--- config.mk ---
export PLATFORM = sky130hd
export DESIGN_NAME = pipe_out_arbiter
export DESIGN_NICKNAME = d
export VERILOG_FILES = /design/src/rtl/pipe_out_arbiter.sv
export SDC_FILE = /design/constraint.sdc
export NUM_CORES = 1
export LEC_CHECK = 0
export ABC_AREA = 1
export BUFFER_PORTS_ARGS = -buffer_cell sky130_fd_sc_hd__buf_2
export CORE_AREA = 2 2 85 87
export DETAILED_ROUTE_END_ITERATION = 10
export DIE_AREA = 0 0 87 89
export PLACE_DENSITY = 0.69
export RECOVER_POWER = 50
export SYNTH_ARGS = -nofsm -noshare
export SYNTH_HDL_FRONTEND = slang
export SYNTH_SLANG_ARGS = --single-unit
--- constraint.sdc ---
create_clock -name clk -period 2.2 [get_ports clk]
set_clock_uncertainty 0.1 [all_clocks]
set_input_delay 0.44 -clock clk [delete_from_list [all_inputs] [get_ports clk]]
set_output_delay 0.44 -clock clk [all_outputs]
set_load 0.005 [all_outputs]
--- src/rtl/pipe_out_arbiter.sv ---
// rtl/pipe_out_arbiter.sv - round-robin block arbiter feeding a BTPipeOut (optional PIPE_ARB_STATS_EN)
module pipe_out_arbiter #(
   parameter int N_SRC       = 4,
   parameter int BLOCK_WORDS = 256
) (
   input  logic                  clk,
   input  logic                  reset_n,
   input  logic                  enable,
   input  logic [N_SRC*11-1:0]   src_level,
   input  logic [N_SRC*32-1:0]   src_data,
   output logic [N_SRC-1:0]      src_rd,
   output logic                  ep_ready,
   input  logic                  ep_blockstrobe,
   input  logic                  ep_read,
   output logic [31:0]           ep_datain,
   output logic [2:0]            grant_id,
   input  logic                  err_clr,
   output logic                  err_read,
   output logic                  err_strobe
`ifdef PIPE_ARB_STATS_EN
   ,
   output logic [N_SRC*32-1:0]   blk_count
`endif
);

   localparam int CW = $clog2(BLOCK_WORDS);

   typedef enum logic [1:0] {S_IDLE, S_ARB, S_WAIT, S_XFER} state_t;

   state_t          state_q, state_d;
   logic [CW-1:0]   cnt_q, cnt_d;
   logic [2:0]      grant_q, grant_d;
   logic [2:0]      last_q, last_d;
   logic            ready_q, ready_d;
   logic            err_read_q, err_read_d;
   logic            err_strobe_q, err_strobe_d;
   logic [N_SRC-1:0] qual;
   logic            found;
   logic [2:0]      pick;
   logic            blk_done;

   assign blk_done = (state_q == S_XFER) && ep_read && (cnt_q == {CW{1'b1}});

   // Flag every source holding at least one full block.
   always_comb begin
      qual = '0;
      for (int j = 0; j < N_SRC; j++) begin
         qual[j] = (src_level[11*j +: 11] >= 11'(BLOCK_WORDS));
      end
   end

   // Round-robin search from last_grant+1; scanning k downward leaves the nearest hit.
   always_comb begin
      found = 1'b0;
      pick  = '0;
      for (int k = N_SRC; k >= 1; k--) begin
         for (int j = 0; j < N_SRC; j++) begin
            if (qual[j] && (((int'(last_q) + k) % N_SRC) == j)) begin
               found = 1'b1;
               pick  = 3'(j);
            end
         end
      end
   end

   // Next-state, counter, grant and sticky-error logic.
   always_comb begin
      state_d = state_q;
      cnt_d   = cnt_q;
      grant_d = grant_q;
      last_d  = last_q;
      case (state_q)
         S_IDLE: begin
            if (enable) state_d = S_ARB;
         end
         S_ARB: begin
            if (!enable) begin
               state_d = S_IDLE;
            end else if (found) begin
               grant_d = pick;
               state_d = S_WAIT;
            end
         end
         S_WAIT: begin
            if (!enable) begin
               state_d = S_IDLE;
            end else if (ep_blockstrobe) begin
               state_d = S_XFER;
               cnt_d   = '0;
            end
         end
         S_XFER: begin
            if (ep_read) cnt_d = cnt_q + CW'(1);
            if (blk_done) begin
               last_d  = grant_q;
               state_d = enable ? S_ARB : S_IDLE;
            end
         end
         default: state_d = S_IDLE;
      endcase
      ready_d      = (state_d == S_WAIT);
      err_read_d   = (ep_read && state_q != S_XFER) ? 1'b1 : (err_clr ? 1'b0 : err_read_q);
      err_strobe_d = (ep_blockstrobe && state_q != S_WAIT) ? 1'b1 : (err_clr ? 1'b0 : err_strobe_q);
   end

   // State registers; reset leaves last_grant at N_SRC-1 so the first search starts at 0.
   always_ff @(posedge clk or negedge reset_n) begin
      if (!reset_n) begin
         state_q      <= S_IDLE;
         cnt_q        <= '0;
         grant_q      <= '0;
         last_q       <= 3'(N_SRC - 1);
         ready_q      <= 1'b0;
         err_read_q   <= 1'b0;
         err_strobe_q <= 1'b0;
      end else begin
         state_q      <= state_d;
         cnt_q        <= cnt_d;
         grant_q      <= grant_d;
         last_q       <= last_d;
         ready_q      <= ready_d;
         err_read_q   <= err_read_d;
         err_strobe_q <= err_strobe_d;
      end
   end

   // Route the endpoint read strobe to the granted FIFO and its data back out.
   always_comb begin
      src_rd    = '0;
      ep_datain = '0;
      for (int i = 0; i < N_SRC; i++) begin
         if (grant_q == 3'(i)) begin
            src_rd[i] = (state_q == S_XFER) && ep_read;
            ep_datain = src_data[32*i +: 32];
         end
      end
   end

   assign ep_ready   = ready_q;
   assign grant_id   = grant_q;
   assign err_read   = err_read_q;
   assign err_strobe = err_strobe_q;

`ifdef PIPE_ARB_STATS_EN
   logic [31:0] blk_cnt_q [N_SRC];

   // Per-source completed-block counters, wrapping at 2^32.
   always_ff @(posedge clk or negedge reset_n) begin
      if (!reset_n) begin
         for (int i = 0; i < N_SRC; i++) blk_cnt_q[i] <= '0;
      end else begin
         for (int i = 0; i < N_SRC; i++) begin
            if (blk_done && grant_q == 3'(i)) blk_cnt_q[i] <= blk_cnt_q[i] + 32'd1;
         end
      end
   end

   // Pack the counters onto the flat output bus.
   always_comb begin
      blk_count = '0;
      for (int i = 0; i < N_SRC; i++) blk_count[32*i +: 32] = blk_cnt_q[i];
   end
`endif

endmodule

# After elaboration in Yosys (flattened, before gate mapping)
# Index checks and enable logic that the tools add are counted.
# totals
wordCells	135
register_bits	18
inputBits	178
# classes
n_eq_ne	25
n_addsub	5
n_mux	54
bitwise_logic	4
order_cmp	4
n_reduce_logical	36
# op_table
operator	count
32-bit logical NOT	4
32-bit 2-to-1 mux	4
11-bit by 9-bit greater-or-equal comparator with 1-bit output, second input constant	4
3-bit 2-to-1 mux	14
1-bit 2-to-1 mux	25
3-bit == test, second input constant	8
8-bit 2-to-1 mux	3
1-bit logical AND	20
3-bit by 2-bit == test with 1-bit output, second input constant	6
8-bit one-hot mux with 2 select lines	1
2-bit 2-to-1 mux	6
2-bit != test, second input constant	5
8-bit by 1-bit adder with 8-bit output, second input constant	1
8-bit == test, second input constant	1
2-bit one-hot mux with 4 select lines	1
2-bit OR reduction	4
2-bit == test, second input constant	3
2-bit nonzero test	3
2-bit by 1-bit adder with 2-bit output, second input constant	2
2-bit adder, second input constant	2
1-bit AND, first input constant	4
4-bit AND reduction	1
3-bit by 1-bit == test with 1-bit output, second input constant	1
3-bit logical NOT	1
other kinds (4)	4

# Logic depth before layout (Yosys ltp)
# Gate-level depths: netlist (run 1).
# logic_depth
word_depth	25
depth_mapped	16

# Worst setup path after synthesis (run 1)
# No wires, ideal clock.
# synth_timing
path_kind	register to output
startpoint	register grant_q[0], in the netlist grant_id[0]
endpoint	output port ep_datain[11]
stages_incl_launch_ff	6
t_required_ps	1660
setup_slack_ps	334
arrival_time_ps	1326
path_buffers	2
path_cell_list	dfrtp_1 -> clkbuf_1 -> nor2_1 -> clkbuf_1 -> nand2_1 -> a21oi_1
# synth_via
elab_chain_len	5
word_cells_on_any_way	8
# synth_rtl
item	line	source
from (decl)	32	logic [2:0] grant_q, grant_d;
from (signal assigned)	119	grant_q <= grant_d;
3-bit logical NOT	132	if (grant_q == 3'(i)) begin
32-bit 2-to-1 mux (3 in series)	132	
32-bit 2-to-1 mux (*)	132	
to (decl)	15	output logic [31:0] ep_datain,
# Every way passes the cells marked *; elsewhere a longest branch is shown, timed or not.

# Final worst setup path (run 1)
# layout_timing
startpoint	register grant_q[0], in the netlist grant_id[0]
endpoint	output port ep_datain[19]
# The elaborated chain is that of the path after synthesis.

==> results.cfg, run 1 <==
[sta]
slew_viol_final = 0
period_share_pct = 97.0
worstMarginPinSlew_ns = 0.916
rsz0062_at_grt = true
timing.hold.ws_ns = 0.190
hold_viol = 0
finalCriticalPeriod_ns = 2.13
fmax_ghz = 0.468
slew_headroom_pct = 38.9
finalSetupViolCount = 0

[global_routing]
grt.overflow.total = 0
grt_pass1_vias = 2568
grt.busiest_layer = met2
antenna_found_initial = 1
grt_use_met3_pct = 3.60
use_met2_pct = 33.4
grt_pass1_wl_mm = 11.5
grt_util_met1_pct = 22.2
grt_max_degree = 33
track_usage_pct = 18.2

[setup_path]
cp_data_required_time_ns = 1.66
reg2reg_depth = 11
startpoint_type = flip-flop
path_class = flip-flop to output port
slowest_stage = dfrtp_2
reg2reg_to = cnt_q[7]
r2r_slack_ns = 0.40
arrival_ns = 1.59
cp_cell_sequence = buf_12, nor2_4, clkbuf_16, nand2_1, a21oi_1, buf_2
cp_max_fo = 26
crit_family = buffers and inverters
end_kind = output port
timing.rr.start = state_q[1]
cp_num_buf_inv = 3
max_stage_delay_ns = 0.44

[cts]
clock_sinks = 17
cts-root-buf = clkbuf_8
clockBufferDepth = 2
cts_buffers = 3
cts_tree = built
clk_pin_slew_ns = 0.08
h-tree-depth = 1
clock_latency_ns = 0.26

[die]
num_rows = 30
coreArea_sq_um = 6720
die_w_um = 87
fp.dieArea_sq_um = 7740
start_util_pct = 28.1
io_pins = 220
dieHeight_um = 89

[cells_and_area]
final_layout_size_suffix_gt1_share_pct = 45.9
final_area_sq_um = 3130
n_fill_cell = 723
fin_nets = 698
final_cell_count_no_fill = 599
syn_to_final_growth_pct = 65.6
final_util_pct = 46.6

[yosys]
synth_compound_area_share_pct = 19.1
ys_ff_latch = 17
synth_fa_ha_area_share_pct = 0.662
postSynthAreaPerCell_sq_um = 5.73
ys_seq_area_share_pct = 22.6
syn_area_sq_um = 1890
synth_cell_types = 32
synthXorXnorAreaFrac_pct = 0
synth_warnings = 0
syn-instance-count = 330
synthSimpleGateAreaFrac_pct = 47.4
synthMuxAreaShare_pct = 0
synth_top_family_by_area = simple AND/OR/NAND/NOR gates
syn-num-nets = 509

[drt]
wirelength_mm = 8.21
vias = 2928
ant_nets = 0
routedWlPerCell_um = 13.7
via_per_inst = 4.89
detail_route.iter0.violations = 90
drc = 0
dr.pass1.iters = 4

[placement]
port_buffers = 186
dp_hpwl_mm = 6.60
globalplace.congestion = 0.891
dp.cells = 590
place_area_sq_um = 2940

[run_status]
status = completed

[power]
power.density_nw_per_um2 = 1060
total_power_mw = 3.31
ir_worst_vdd_uv = 522
leakage_nw = 1.66

[run]
max_cap_violations = 0

[hold_path]
hp-class = input pin to asynchronous set/reset pin
-- worst reg2reg max path, delay by kind of cell, from the launching register on --
| family | cells | cell delay (ns) |
|---|---|---|
| flip-flops | 1 | 0.39 |
| AO/OA/AOI/OAI | 3 | 0.30 |
| buffers and inverters | 2 | 0.11 |
| AND/OR/NAND/NOR | 6 | 0.78 |
-- routing by layer --
layer	routed length (um)	vias up	part of all wire, %
met3	591	14	7.2
met4	167	0	2.0
li1	-	1485	-
met5	0	-	0
met1	3350	1295	41
met2	4100	134	50
-- cell families (layout without fill, tap and decap cells) --
family	count (synthesis)	after routing
AOI/OAI and AO/OA	58	58
adders and majority gates	1	1
buffers and inverters	46	234
DFF	17	17
other	1	2
and+or+nand+nor	207	207
-- cells in the final DEF, fill, tap and decap left out, types with 3 or more instances in the layout --
master	n
nor2_2	3
clkbuf_1	3
dfrtp_1	13
nand4_1	19
nand2_1	116
buf_2	183
a221oi_2	7
o21ai_0	7
nand3_1	19
nor2_1	37
clkbuf_8	3
nor3_1	4
nand2_2	4
inv_1	19
o21ai_1	4
inv_2	10
a21oi_2	3
a21oi_1	23
a221oi_1	8
buf_4	10
-- stage by stage --
stage / setup TNS [ns] / setup WS, ns
after floorplan: 0 / 0.334
after global placement: 0 / 0.239
after detailed placement: 0 / 0.215
after CTS: 0 / 0.0109
after global routing: -0.0678 / -0.0292
final: 0 / 0.0651
-- state kept, by name, indices dropped and copies added, names as in the netlist --
name and flops:
err_strobe 1, grant_id 2, err_read 1, ep_ready 1
last_q 2, state_q 2, cnt_q 8
-- power breakdown --
group	internal, mW	switching (mW)	total [mW]
Clock	0.127	0.111	0.238
Combinational	1.12	1.42	2.53
Sequential	0.444	0.0991	0.543
Total	1.69	1.62	3.31
-- how the worst max path moves through the flow --
| stage | from | to | depth (start not counted) |
|---|---|---|---|
| 2_1_floorplan | grant_id[0] | ep_datain[11] | 5 |
| 3_3_place_gp | grant_id[0] | ep_datain[6] | 6 |
| 3_5_place_dp | grant_id[1] | ep_datain[22] | 6 |
| 4_1_cts | grant_id[0] | ep_datain[6] | 6 |
| 5_1_grt | grant_id[0] | ep_datain[0] | 6 |
| 6_report | grant_id[0] | ep_datain[19] | 6 |
-- synthesized netlist by cell type --
cell,count,area share (%)
conb_1,1,0.20
a31oi_1,1,0.33
clkbuf_1,13,2.6
nand3_1,19,5.0
a21oi_1,26,6.9
o21ai_2,1,0.46
ha_1,1,0.66
nor4_1,1,0.33
buf_1,1,0.20
inv_2,10,2.0
nand3_2,1,0.53
nor2_4,1,0.60
a21boi_1,1,0.40
buf_2,1,0.26
inv_1,19,3.8
o2111ai_1,1,0.46
nand2_1,116,23
a22oi_1,1,0.40
nor2_1,37,7.4
nor3_1,4,1.1
nor2_2,4,1.3
nand2_2,4,1.3
nor3_2,1,0.53
buf_4,1,0.40
o21ai_1,5,1.3
o22ai_1,1,0.33
dfstp_2,2,2.8
o21ai_0,6,1.6
a221oi_1,15,7.0
dfrtp_1,15,20
nand4_1,19,6.3
clkbuf_8,1,0.73
-- cell type report --
cell class	instances	area (sq um)	area share [%]
Antenna cell	1	2.50	0.0800
Clock buffer	3	41.3	1.32
Clock inverter	1	7.51	0.240
Inverter	29	109	3.48
Multi-Input combinational cell	267	1330	42.6
Sequential cell	17	430	13.8
Tap cell	80	100	3.20
Timing Repair Buffer	201	1100	35.3
-- timing repair --
item                                   in CTS  in global routing
pin swaps                                   0                  8
buffers inserted                            0                  2
gates cloned                                0                  2
setup endpoints to repair                   4                 15
gates resized for setup                     4                 13
hold buffers                                0                  0
endpoints found under the hold margin       0                  0
No activity file was read; power rests on OpenSTA's default activity.
==> run 2, diff against run 1 <==
SETUP_SLACK_MARGIN = 0.3   (was unset)
==> run 2 against run 1 <==
Flip-flop and latch count unchanged. Global-route usage increased by 1.1 points. Critical path depth unchanged. Register-to-register slack got worse by 0.10 ns. Largest cell class unchanged. Highest routed layer unchanged.
==> results.cfg, run 2 (same netlist as run 1, synthesis figures left out) <==
[sta]
finalSetupViolCount = 0
setup_ws_ns = 0.121
fmax_ghz = 0.481
period_share_pct = 94.5
timing.hold.ws_ns = 0.191
slew_headroom_pct = 39.0
rsz0062_at_grt = true
slew_viol_final = 0
setup_tns_ns = 0
hold_viol = 0
finalCriticalPeriod_ns = 2.08
worstMarginPinSlew_ns = 0.915

[cells_and_area]
largest_reg_flops = 8
final_util_pct = 50.3
top_register = cnt_q
final_area_sq_um = 3380
final_cell_count_no_fill = 609
final_layout_size_suffix_gt1_share_pct = 49.6
n_fill_cell = 696
mostFrequentLayoutCells = 183 x buf_2, 106 x nand2_1, 37 x nor2_1
final_common_cell = buf_2
fin_nets = 708
syn_to_final_growth_pct = 78.7

[cts]
cts_hold_buf = 0
cts-root-buf = clkbuf_8
clock_latency_ns = 0.25
clockBufferDepth = 2
clock_sinks = 17
clk_pin_slew_ns = 0.07
h-tree-depth = 1
cts_tree = built
cts_buffers = 3

[run]
max_cap_violations = 0

[power]
p_comb_share_pct = 79.0
leakage_nw = 1.77
total_power_mw = 3.71
swShare_pct = 47.5
clockPowerShare_pct = 6.4
power.density_nw_per_um2 = 1100
seqPwrFrac_pct = 14.6
ir_worst_vdd_uv = 538
p_sw_mw = 1.76
intPower_mw = 1.95

[die]
dieHeight_um = 89
die_w_um = 87
start_util_pct = 28.1
io_pins = 220
fp.dieArea_sq_um = 7740
num_rows = 30
coreArea_sq_um = 6720

[drt]
dr.pass1.iters = 4
ant_nets = 0
routedWlPerCell_um = 13.9
detail_route.iter0.violations = 138
via_per_inst = 4.88
wirelength_mm = 8.49
drc = 0
vias = 2974

[run_status]
status = completed

[setup_path]
path_class = flip-flop to output port
cp_data_required_time_ns = 1.66
arrival_ns = 1.54
startpoint_type = flip-flop
end_kind = output port
cp_max_fo = 15

[hold_path]
hp-class = input pin to asynchronous set/reset pin

[placement]
post-place-ws_ns = 0.215
dp.cells = 590
dp_hpwl_mm = 6.60
globalplace.congestion = 0.891
port_buffers = 186
place_area_sq_um = 2940

[global_routing]
grt.overflow.total = 0
antenna_found_initial = 1
grt_pass1_vias = 2620
track_usage_pct = 19.3
grt_max_degree = 21
grt_pass1_wl_mm = 12.0
run 2: cell count changes in the layout (fill, tap and decap cells not counted), moves of 4 or more:
cell,before,now
a221oi_2,7,11
buf_4,10,14
nand2_1,116,106
nand2_2,4,13
a221oi_1,8,2
run 2: area by class of cell:
| class | count | area (sq um) | share of cell area [%] |
|---|---|---|---|
| clock inverter | 1 | 7.51 | 0.222 |
| multi-input combinational | 267 | 1430 | 42.4 |
| antenna | 1 | 2.50 | 0.0741 |
| tap | 80 | 100 | 2.96 |
| clock buffer | 3 | 41.3 | 1.22 |
| inverter | 29 | 111 | 3.30 |
| sequential | 17 | 429 | 12.7 |
| timing repair buffer | 211 | 1250 | 37.1 |
run 2: critical path, stage by stage (launching register included):
cell and delay, ns:
dfrtp_2 0.45, buf_4 0.16, nor2_4 0.11, buf_8 0.19
a221oi_2 0.08, a21oi_2 0.16, buf_2 0.14
run 2: timing repair:
item,4_1_cts,5_1_grt
buffers inserted,8,3
pin swaps,4,4
gates resized for setup,38,15
setup endpoints to repair,35,37
cloned,3,0
run 2: worst paths after layout:
kind	startpoint	end	slack, ns	cells after the start
max	grant_id[0]	ep_datain[15]	0.12	6
min	reset_n	cnt_q[0]	0.19	1
max reg2reg	last_q[0]	grant_id[0]	0.30	16
min reg2reg	cnt_q[1]	cnt_q[1]	0.43	2
max in group asynchronous	reset_n	grant_id[0]	1.18	1
min in group clk	err_clr	err_strobe	0.29	2
run 2: routing by layer:
layer	routed length, um	track usage (%)	up-vias	part of all wire, %
met4	126	3.84	0	1.5
met5	0	0	-	0
met1	3320	23.5	1316	39
li1	-	-	1509	-
met2	4330	35.3	139	51
met3	717	3.97	10	8.4
run 2: power by group through the flow:
stage                     Clock, mW  Combinational (mW)  Sequential (mW)
after floorplan                   0                1.32            0.528
after global placement            0                2.30            0.542
after detailed placement          0                2.33            0.548
after CTS                     0.246                2.83            0.553
after global routing          0.258                3.24            0.560
final                         0.237                2.93            0.542
==> run 3, diff against run 2 <==
ABC_AREA = unset   (was 1)
CORE_AREA = 2 2 86 88   (was 2 2 85 87)
DIE_AREA = 0 0 88 90   (was 0 0 87 89)
PLACE_DENSITY = 0.66   (was 0.69)
==> run 3 against run 2 <==
Synthesized cell count is 56% lower. Largest cell class unchanged. Highest routed layer unchanged. Design area down 12%. Register-to-register slack better by 0.16 ns.
==> results.cfg, run 3 <==
[cells_and_area]
antennaDiodeCount = 0
top_register = cnt_q
fin_nets = 516
final_area_sq_um = 2960
syn_to_final_growth_pct = 65.7
largest_reg_flops = 8
final_layout_size_suffix_gt1_share_pct = 72.6
final_common_cell = buf_2
final_cell_count_no_fill = 435
mostFrequentLayoutCells = 183 x buf_2, 32 x mux4_2, 12 x dfrtp_1

[power]
intPower_mw = 1.62
leakage_nw = 1.48
ir_worst_vdd_uv = 397
p_comb_share_pct = 71.4
total_power_mw = 2.54
seqPwrFrac_pct = 19.2
swShare_pct = 36.1
p_sw_uw = 918
clockPowerShare_pct = 9.4
power.density_nw_per_um2 = 860

[drt]
wirelength_mm = 6.79
ant_nets = 0
detail_route.iter0.violations = 60
via_per_inst = 4.83
vias = 2101
drc = 0
dr.pass1.iters = 6
routedWlPerCell_um = 15.6

[yosys]
ys_seq_area_share_pct = 24.0
synthSimpleGateAreaFrac_pct = 16.1
netlist.top_cell.by_area = mux4_2
synth_top_family_by_area = multiplexers
synthMostInstantiatedCell = mux4_2
synth_compound_area_share_pct = 8.42
synth_fa_ha_area_share_pct = 0.701
synthArstFlopShare_pct = 100
synth_warnings = 0
ys_top_cells_by_area = mux4_2 40%, dfrtp_1 21%, dfstp_2 2.9%, buf_6 2.5%, nand2_1 2.1%
syn_area_sq_um = 1780
postSynthAreaPerCell_sq_um = 12.3
synth_common_cells = 32 x mux4_2, 15 x dfrtp_1, 10 x nand2_1, 10 x nor2_1, 6 x nand3_1
synthXorXnorAreaFrac_pct = 2.95
synthMuxAreaShare_pct = 41.8
synth_edf_count = 0
syn-instance-count = 145
syn-num-nets = 324
synth_top_area_share_pct = 40.4
ys_ff_latch = 17
synth_flop_cell = dfrtp_1
synth_cell_types = 42

[cts]
cts_tree = built
clk_pin_slew_ns = 0.07
h-tree-depth = 1
cts_buffers = 3
clock_sinks = 17
cts_hold_buf = 0
cts-root-buf = clkbuf_8
clock_latency_ns = 0.25
clockBufferDepth = 2

[sta]
finalCriticalPeriod_ns = 2.10
rsz0062_at_grt = true
hold_viol = 0
slew_viol_final = 0
fmax_ghz = 0.477
worstMarginPinSlew_ns = 0.925
setup_tns_ns = 0
finalSetupViolCount = 0
period_share_pct = 95.3
slew_headroom_pct = 38.3

[setup_path]
cp_data_required_time_ns = 1.66
cp_cell_sequence = buf_12, mux4_2, buf_2
path_class = flip-flop to output port
slowest_stage = mux4_2
cp_max_fo = 27
reg2reg_to = last_q[0]
reg2reg_depth = 3
timing.rr.start = state_q[1]
r2r_slack_ns = 0.46
startpoint_type = flip-flop
end_kind = output port
max_stage_delay_ns = 0.54
arrival_ns = 1.56

[global_routing]
grt.overflow.total = 0
grt_util_met1_pct = 18.7
grt_pass1_wl_mm = 10.1
grt_pass1_vias = 2063
use_met2_pct = 29.9
antenna_found_initial = 0
grt_max_degree = 28
grt_use_met3_pct = 2.66
grt.busiest_layer = met2
track_usage_pct = 16.1

[die]
fp.dieArea_sq_um = 7920
io_pins = 220
dieHeight_um = 90
start_util_pct = 25.4
num_rows = 31
coreArea_sq_um = 7020
die_w_um = 88

[run]
max_cap_violations = 0

[placement]
place_area_sq_um = 2800
port_buffers = 186
globalplace.congestion = 0.832
dp.cells = 421
dp_hpwl_mm = 5.65

[hold_path]
hp-class = input pin to asynchronous set/reset pin

[run_status]
status = completed
==> run 3: cell types whose count changed after synthesis, sizes merged, moves of 6 or more <==
cell,change
clkbuf,-13
nand2,-110
buf,+8
nor2,-32
mux4,+32
nand3,-13
inv,-25
a21oi,-22
nand4,-16
a221oi,-14
o21ai,-6
==> run 3: critical path, delay by kind of cell, from the launching register on <==
kind / cells / cell delay (ns)
buf+inv: 2 / 0.38
flops: 1 / 0.38
mux: 1 / 0.54
==> run 3: power by group through the flow <==
stage / registers [mW] / logic [mW] / clock network, mW
after floorplan: 0.431 / 1.06 / 0
after global placement: 0.481 / 1.57 / 0
after detailed placement: 0.482 / 1.59 / 0
after CTS: 0.497 / 1.77 / 0.242
after global routing: 0.502 / 1.98 / 0.259
final: 0.489 / 1.81 / 0.239
==> run 3: final cells by class <==
type / instances / area, sq um
sequential: 17 / 432
clock buffer: 4 / 45.0
tap: 99 / 124
inverter: 4 / 15.0
timing repair buffer: 199 / 1110
fill: 689 / 4060
multi-input combinational: 112 / 1230
==> run 3: what timing repair did <==
action / in CTS / in global routing
setup endpoints to repair: 34 / 33
setup buffers: 6 / 3
hold endpoints to repair: 0 / 0
cloned: 1 / 0
gates resized for setup: 6 / 3
==> run 3: per-stage QoR <==
step                hold WS (ns)  setup slack, ns  util (%)
finish                     0.198            0.103      42.1
global route               0.272           0.0326      42.1
CTS                       0.0158           0.0777      41.9
detailed placement         0.289            0.356      39.9
global placement           0.280            0.362      39.9
floorplan                 0.0444            0.391         -
==> run 3: kinds of logic (layout without fill, tap and decap cells) <==
group	after synthesis	in the layout
AND/OR/NAND/NOR	49	49
multiplexers	34	34
AO/OA/AOI/OAI	21	21
flip-flops	17	17
buffers and inverters	16	207
XOR/XNOR	6	6
adder cells (fa/ha/maj)	1	1
other	1	1
==> run 3: worst max-delay path by stage <==
stage,startpoint,cells past startpoint,slack [ns],end
after floorplan,grant_id[0],3,0.39,ep_datain[0]
after global placement,grant_id[0],3,0.36,ep_datain[31]
after detailed placement,grant_id[0],3,0.36,ep_datain[31]
after CTS,grant_id[0],3,0.08,ep_datain[31]
after global routing,grant_id[0],3,0.03,ep_datain[3]
final,grant_id[0],3,0.10,ep_datain[3]
==> run 3: layer usage <==
metal,vias up,wire (um)
met1,1022,2410
li1,962,-
met5,-,0
met3,13,589
met2,104,3660
met4,0,130
